==> src/rtl/adc_frame_sequencer.sv <==
// adc_frame_sequencer: periodic cs/sclk frame scheduler and serial capture for a 12-bit PMOD ADC.
// Latency: result visible 32*CLK_DIV+1 cycles after cs falls; cs returns high at 33*CLK_DIV.
// Backpressure: none toward the ADC; an untaken result is overwritten and flagged via sticky overrun.
//
// Ports:
//   clk, rst (async, active-low), en (run periodic conversions), clr_ovr (clear overrun pulse)
//   sdata (ADC serial data, MSB first), cs (active-low chip select), sclk (idles high)
//   sample/sample_valid/sample_ready (result handshake), overrun (sticky), busy (frame in progress)
//
// Optional feature: define ADC_AVG_EN to average every 4 frames into one result (14-bit sum >> 2).

module adc_frame_sequencer #(
    parameter int CLK_DIV       = 4,
    parameter int FRAME_BITS    = 16,
    parameter int DATA_BITS     = 12,
    parameter int SAMPLE_PERIOD = 5000
) (
    input  logic                 clk,
    input  logic                 rst,
    input  logic                 en,
    input  logic                 clr_ovr,
    input  logic                 sdata,
    output logic                 cs,
    output logic                 sclk,
    output logic [DATA_BITS-1:0] sample,
    output logic                 sample_valid,
    input  logic                 sample_ready,
    output logic                 overrun,
    output logic                 busy
);

    localparam int DIV_W     = (CLK_DIV > 1) ? $clog2(CLK_DIV) : 1;
    localparam int LAST_HALF = 2 * FRAME_BITS;
    localparam int HALF_W    = $clog2(LAST_HALF + 1);
    localparam int HOLD_W    = $clog2(2 * CLK_DIV);
    localparam int TMR_W     = $clog2(SAMPLE_PERIOD);

    typedef enum logic [1:0] {
        IDLE = 2'd0,
        CONV = 2'd1,
        HOLD = 2'd2
    } state_t;

    state_t state, state_nxt;

    logic [DIV_W-1:0]     div_cnt;
    logic [HALF_W-1:0]    half_cnt;
    logic [HOLD_W-1:0]    hold_cnt;
    logic [TMR_W-1:0]     timer;
    logic                 pending;
    logic [DATA_BITS-2:0] shreg;

    logic                 tick, start, div_last, conv_end, hold_end;
    logic                 bit_strobe, frame_done;
    logic [DATA_BITS-1:0] frame_result;
    logic                 cs_nxt, sclk_nxt;
    logic                 res_evt;
    logic [DATA_BITS-1:0] res_dat;

    assign tick     = en && (timer == '0);
    assign start    = (state == IDLE) && en && (tick || pending);
    assign div_last = (div_cnt == DIV_W'(CLK_DIV - 1));
    assign conv_end = (state == CONV) && div_last && (half_cnt == HALF_W'(LAST_HALF));
    assign hold_end = (state == HOLD) && (hold_cnt == HOLD_W'(2 * CLK_DIV - 1));

    // half_cnt counts sclk half-periods; even non-zero values are high phases,
    // and the first cycle of each is the rising edge where sdata is captured.
    assign bit_strobe = (state == CONV) && (div_cnt == '0) && !half_cnt[0] && (half_cnt != '0);
    assign frame_done = bit_strobe && (half_cnt == HALF_W'(LAST_HALF));

    // The shift register keeps only DATA_BITS-1 bits, so the leading zero bits
    // fall off the top naturally; the final bit joins straight from sdata.
    assign frame_result = {shreg, sdata};
    assign busy         = (state != IDLE);

    // State register
    always_ff @(posedge clk or negedge rst) begin
        if (!rst) state <= IDLE;
        else      state <= state_nxt;
    end

    // Next-state logic
    always_comb begin
        state_nxt = state;
        case (state)
            IDLE:    if (start)    state_nxt = CONV;
            CONV:    if (conv_end) state_nxt = HOLD;
            HOLD:    if (hold_end) state_nxt = IDLE;
            default:               state_nxt = IDLE;
        endcase
    end

    // Output logic: next values for the registered cs/sclk pins
    always_comb begin
        cs_nxt   = 1'b1;
        sclk_nxt = 1'b1;
        case (state)
            IDLE: cs_nxt = !start;
            CONV: begin
                cs_nxt = conv_end;
                if (conv_end)      sclk_nxt = 1'b1;
                else if (div_last) sclk_nxt = half_cnt[0]; // entering odd half -> low
                else               sclk_nxt = sclk;
            end
            default: ;
        endcase
    end

    // Frame timing, period scheduling and serial capture
    always_ff @(posedge clk or negedge rst) begin
        if (!rst) begin
            cs       <= 1'b1;
            sclk     <= 1'b1;
            div_cnt  <= '0;
            half_cnt <= '0;
            hold_cnt <= '0;
            timer    <= '0;
            pending  <= 1'b0;
            shreg    <= '0;
        end else begin
            cs   <= cs_nxt;
            sclk <= sclk_nxt;

            if (state == CONV && !div_last) div_cnt <= div_cnt + DIV_W'(1);
            else                            div_cnt <= '0;

            if (state != CONV || conv_end) half_cnt <= '0;
            else if (div_last)             half_cnt <= half_cnt + HALF_W'(1);

            if (state == HOLD && !hold_end) hold_cnt <= hold_cnt + HOLD_W'(1);
            else                            hold_cnt <= '0;

            // Period timer free-runs through CONV/HOLD so the sample rate stays fixed
            if (!en)                                     timer <= '0;
            else if (timer == TMR_W'(SAMPLE_PERIOD - 1)) timer <= '0;
            else                                         timer <= timer + TMR_W'(1);

            // One pending start at most; extra ticks during a frame are dropped
            if (!en)                              pending <= 1'b0;
            else if (start)                       pending <= 1'b0;
            else if (tick && state != IDLE)       pending <= 1'b1;

            if (bit_strobe) shreg <= frame_result[DATA_BITS-2:0];
        end
    end

`ifdef ADC_AVG_EN
    localparam int ACC_W = DATA_BITS + 2;

    logic [ACC_W-1:0] acc, acc_sum;
    logic [1:0]       avg_cnt;

    assign acc_sum = acc + ACC_W'(frame_result);
    assign res_evt = frame_done && en && (avg_cnt == 2'd3);
    assign res_dat = DATA_BITS'(acc_sum >> 2);

    always_ff @(posedge clk or negedge rst) begin
        if (!rst) begin
            acc     <= '0;
            avg_cnt <= '0;
        end else if (!en) begin
            acc     <= '0;
            avg_cnt <= '0;
        end else if (frame_done) begin
            if (avg_cnt == 2'd3) begin
                acc     <= '0;
                avg_cnt <= '0;
            end else begin
                acc     <= acc_sum;
                avg_cnt <= avg_cnt + 2'd1;
            end
        end
    end
`else
    assign res_evt = frame_done;
    assign res_dat = frame_result;
`endif

    // Result handshake; a new result always wins over a same-cycle accept,
    // and overrun only fires when the old value was genuinely left untaken.
    always_ff @(posedge clk or negedge rst) begin
        if (!rst) begin
            sample       <= '0;
            sample_valid <= 1'b0;
            overrun      <= 1'b0;
        end else begin
            if (res_evt) begin
                sample       <= res_dat;
                sample_valid <= 1'b1;
            end else if (sample_valid && sample_ready) begin
                sample_valid <= 1'b0;
            end

            if (res_evt && sample_valid && !sample_ready) overrun <= 1'b1;
            else if (clr_ovr)                             overrun <= 1'b0;
        end
    end

endmodule

==> config.mk <==
export PLATFORM = sky130hd
export DESIGN_NAME = adc_frame_sequencer
export DESIGN_NICKNAME = d
export VERILOG_FILES = /design/src/rtl/adc_frame_sequencer.sv
export SDC_FILE = /design/constraint.sdc
export NUM_CORES = 1
export LEC_CHECK = 0
export ABC_AREA = 1
export BUFFER_PORTS_ARGS = -buffer_cell sky130_fd_sc_hd__buf_2
export CAP_MARGIN = 0
export CORE_UTILIZATION = 50
export CTS_CLUSTER_DIAMETER = 150
export DETAILED_ROUTE_END_ITERATION = 16
export GPL_TIMING_DRIVEN = 0
export PLACE_DENSITY = 0.72
export SYNTH_ARGS = -nofsm -noshare
export SYNTH_HDL_FRONTEND = slang
export SYNTH_SLANG_ARGS = --single-unit
==> constraint.sdc <==
create_clock -name clk -period 1.23 [get_ports clk]
set_input_delay 0 -clock clk [delete_from_list [all_inputs] [get_ports clk]]
set_output_delay 0 -clock clk [all_outputs]
set_load 0.01 [all_outputs]
[Word level (Yosys, flattened, before mapping)]
Index checks and enable logic that the tools add are counted.
Storage, ports and cells
  output and inout bits: 17
  register bits: 54
  bits of input ports: 6
Cells by class
  eq/ne operators: 12
  multiplexer cells: 21
  $add $sub $neg: 4
  reduce and logical (&&, ||, !) cells: 32
Operators by type and width (count)
  13-bit 2-to-1 mux: 2
  1-bit logical AND: 16
  13-bit by 1-bit adder with 13-bit output, second input constant: 1
  13-bit equality test, second input constant: 1
  13-bit zero test: 1
  6-bit 2-to-1 mux: 2
  1-bit 2-to-1 mux: 10
  2-bit 2-to-1 mux: 4
  2-bit nonzero test: 4
  6-bit by 1-bit adder with 6-bit output, second input constant: 1
  6-bit equality test, second input constant: 1
  2-bit inequality test, second input constant: 3
  2-bit one-hot mux with 3 select lines: 1
  6-bit nonzero test: 1
  1-bit zero test: 5
  2-bit equality test, second input constant: 2
  2-bit zero test: 2
  3-bit by 1-bit adder with 3-bit output, second input constant: 1
  3-bit equality test, second input constant: 1
  3-bit 2-to-1 mux: 1
  3-bit by 1-bit inequality test with 1-bit output, second input constant: 1
  3-bit inequality test, second input constant: 1
  3-bit AND reduction: 1
  2-bit by 1-bit adder with 2-bit output, second input constant: 1
  4 further kinds: 5

[Logic depth before layout (Yosys ltp)]
  word-level depth: 8
  depth in mapped cells: 9
  gate-level depth less buffers: 9

[Worst setup path before layout]
Ideal clock, no wire load.
  path type: flip-flop to flip-flop
  from: register half_cnt[0]
  to: register sample[10]
  slack: -0.105 ns
  setup time: 0.118 ns
  stages on the path, launching flop included: 9
  required time: 1.112 ns
  data arrival time: 1.217 ns
  buffers on the path: 1
  cell sequence: dfrtp_1 -> inv_1 -> ha_1 -> nand4_2 -> inv_2 -> nand2_4 -> buf_6 -> nand2_1 -> o21ai_2
On the way
  cells in the longest elaborated chain, start to end: 4
  elaborated cells on any way between the ends: 6
  classes of those cells: eq/ne: 1; reduce/logical: 5
Ends and longest elaborated chain
  start, declared: line 47  | logic [HALF_W-1:0] half_cnt;
  start signal, assigned: line 128  | else if (div_last) half_cnt <= half_cnt + HALF_W'(1);
  parallel branches: the longest is 3 deep, another holds 6-bit nonzero test
  1-bit logical AND *: line 69  | assign frame_done = bit_strobe && (half_cnt == HALF_W'(LAST_HALF));
  end signal, assigned: line 188  | sample <= res_dat;
  end, declared: line 25  | output logic [DATA_BITS-1:0] sample,
Mark *: on every way between the ends.
A chain may end at the register's enable or synchronous reset.

[Worst setup path after layout]
  from: register half_cnt[0]
  to: register shreg[7]
On the way
  cells in the longest elaborated chain, start to end: 3
  elaborated cells on any way between the ends: 4
  classes of those cells: reduce/logical: 4
Ends and longest elaborated chain
  parallel branches: the longest is 2 deep, another holds 6-bit nonzero test
  1-bit logical AND *: line 68  | assign bit_strobe = (state == CONV) && (div_cnt == '0) && !half_cnt[0] && (half_cnt != '0);
  end signal, assigned: line 143  | if (bit_strobe) shreg <= frame_result[DATA_BITS-2:0];
  end, declared: line 51  | logic [DATA_BITS-2:0] shreg;
Marked as above.

==> run summary <==
failing checks - hold timing, setup timing
Ant. Diodes - 0
status - finished, violations left
leakage - 1.74 nW
initial antenna violation count - 0
cell area after layout - 0.00362 sq mm
chip width - 74.5 um
synthesis warning total - 0
CTS tree - yes
max-cap viol count - 0
HPWL Detailed - 3320 um
Avg Vias per Cell - 4.92
fin nets - 368
Max Clock Skew - 11.1 ps
DIE HEIGHT - 74.5 um
wire per inst - 13.7 um
flops & latches, synth - 54
most common cell after layout, fill and taps aside - dfrtp_1
WS Path Type - reg -> reg
PortBufs - 22
Crit. End Element - register
Seq/Total Area, Yosys - 51.6%
DRC - 0
# fillers - 368
Worst Path Required - 1430 ps
Worst Max-Slew Pin Slew - 1210 ps
GRT overflow - 0
Post-synth EDFFs - 0
Area Growth Syn to Fin - 37.8%
clk_lat worst skew - 310 ps
crit path max fanout - 5
largest net degree at the start of global routing - 55
drt pass-1 iters - 4
CP startpoint kind - register
power density cells - 852 mW/mm^2
final non-filler cell total - 425
Synth Area per Inst - 8.96 sq um
Clock Pin Slew Worst Setup and Hold Paths - 100 ps
H-Tree Depth - 2
total power - 3.08 mW
Layout Utilization - 71.3%
crit-path cells - inv_2, buf_6, nand2_4, nor2_8, o21ai_4, buf_6, nand2_1, o21ai_2
Post-Place Cells - 385
# IOs - 23
via count - 2091
Routed Antenna Nets - 0
Net Count, Synth - 307
CTS buffer count - 5
most frequent CP cell - buf_6
RSZ-0062 raised after global routing - yes
maximum clock frequency - 0.733 GHz
Total GRT Usage - 20.5%
final hold viol count - 52
CP peak stage delay - 410 ps
Die ar. - 0.00554 sq mm
Cells after Synth - 293
CP arrival - 1570 ps
Max VDD drop - 0.664 mV
Max Transition Viols Final - 0
Main synth FF type - dfrtp_1
Iteration-0 DRC Markers - 68
Cell variety after synth - 25
ys async rst share - 100%
Cell Area, Synth - 0.00263 sq mm
initial core utilization - 51.7%
first-pass GRT wire length - 8470 um
RePlAce Congestion - 0.851
final worst slack - -133 ps
core area - 0.00507 sq mm
Hold Worst Slack - -67.8 ps
CP delay by family, top - flip-flops
Worst Hold Class - in -> async
most frequent cells in the layout - 49 x dfrtp_1, 43 x nand2_1, 37 x inv_1
CTS root buf - clkbuf_8
row count - 26
largest buffer count on any clock path - 2
Tmin final - 1360 ps
final wirelength - 5830 um
CP bufs+invs - 3
Max-Slew Margin vs Limit - 19.2%
CP max stage cell - dfrtp_1
Cell Area, Placed - 0.00287 sq mm
vias in the first global route - 1928
Setup Viol. Count Final - 43
share of cells above drive strength 1 - 44.8%
CTS sink cnt - 54
final worst path period share - 111%
## per-layer routing
metal	up-vias	global-route usage, %	part of all wire (%)
met1	1021	25.1	43
met3	4	3.93	1.8
met2	33	36.3	55
met5	-	0	0
met4	0	6.71	0.82
li1	1033	-	-
## cell type report
class	instances	area [sq um]	area share [%]
multi-input cells	186	1370	37.9
flip-flops and latches	54	1360	37.5
repair buffers	54	444	12.3
inverters	49	191	5.29
well taps	70	87.6	2.42
clock buffers	6	82.6	2.28
plain buffers	4	66.3	1.83
clock inverters	2	16.3	0.450
## sequential cells by signal, summed over array words and instances (netlist names)
register and flops:
sclk 1, sample 12, sample_valid 1, hold_cnt 3, timer 13, div_cnt 2, pending 1, state 2
cs 1, overrun 1, half_cnt 6, shreg 11
## what timing repair did
action / in CTS / in global routing
hold endpoints to repair: 58 / 0
hold buffers: 4 / 0
buffers inserted: 21 / 4
endpoints found under the setup margin: 38 / 49
resized for setup: 46 / 55
pin swaps: 5 / 16
gates cloned: 1 / 2
## Yosys cell counts, drive strengths merged, types with 2 or more instances
| cell type | number | area [sq um] |
|---|---|---|
| nand3 | 18 | 90.1 |
| buf | 4 | 45.0 |
| o21ai | 28 | 226 |
| inv | 49 | 184 |
| nor2 | 43 | 195 |
| xor2 | 8 | 70.1 |
| dfrtp | 52 | 1300 |
| dfstp | 2 | 52.6 |
| nand4 | 4 | 31.3 |
| ha | 8 | 100 |
| nor3 | 5 | 30.0 |
| nand2 | 67 | 259 |
## final timing paths
path / start / endpoint / slack [ps] / depth (start not counted)
setup / recovery: half_cnt[0] / shreg[7] / -130 / 8
hold reg to reg: hold_cnt[0] / hold_cnt[0] / 450 / 1
setup reg to reg: half_cnt[0] / shreg[7] / -130 / 8
min in group clk: clr_ovr / overrun / 410 / 3
hold / removal: rst / timer[4] / -70 / 1
max in group asynchronous: rst / half_cnt[2] / 470 / 1
## per-stage QoR
step	setup slack (ps)	setup TNS, ps
detailed placement	-197	-3840
global placement	-144	-3070
floorplan	-9.99	-132
global route	-176	-5900
finish	-133	-3500
CTS	-87.6	-2180
## where the power goes
group / internal, mW / switching (mW) / total, mW
Clock: 0.465 / 0.600 / 1.06
Combinational: 0.0836 / 0.119 / 0.203
Sequential: 1.80 / 0.0175 / 1.81
## logic make-up after synthesis
family / Yosys count / share of synthesized area [%]
flip-flops: 54 / 51.6
buffers and inverters: 53 / 8.72
XOR/XNOR: 8 / 2.67
AND/OR/NAND/NOR: 139 / 23.6
adder cells (fa/ha/maj): 8 / 3.81
AO/OA/AOI/OAI: 31 / 9.58
Power figures use the tool's default switching activity.
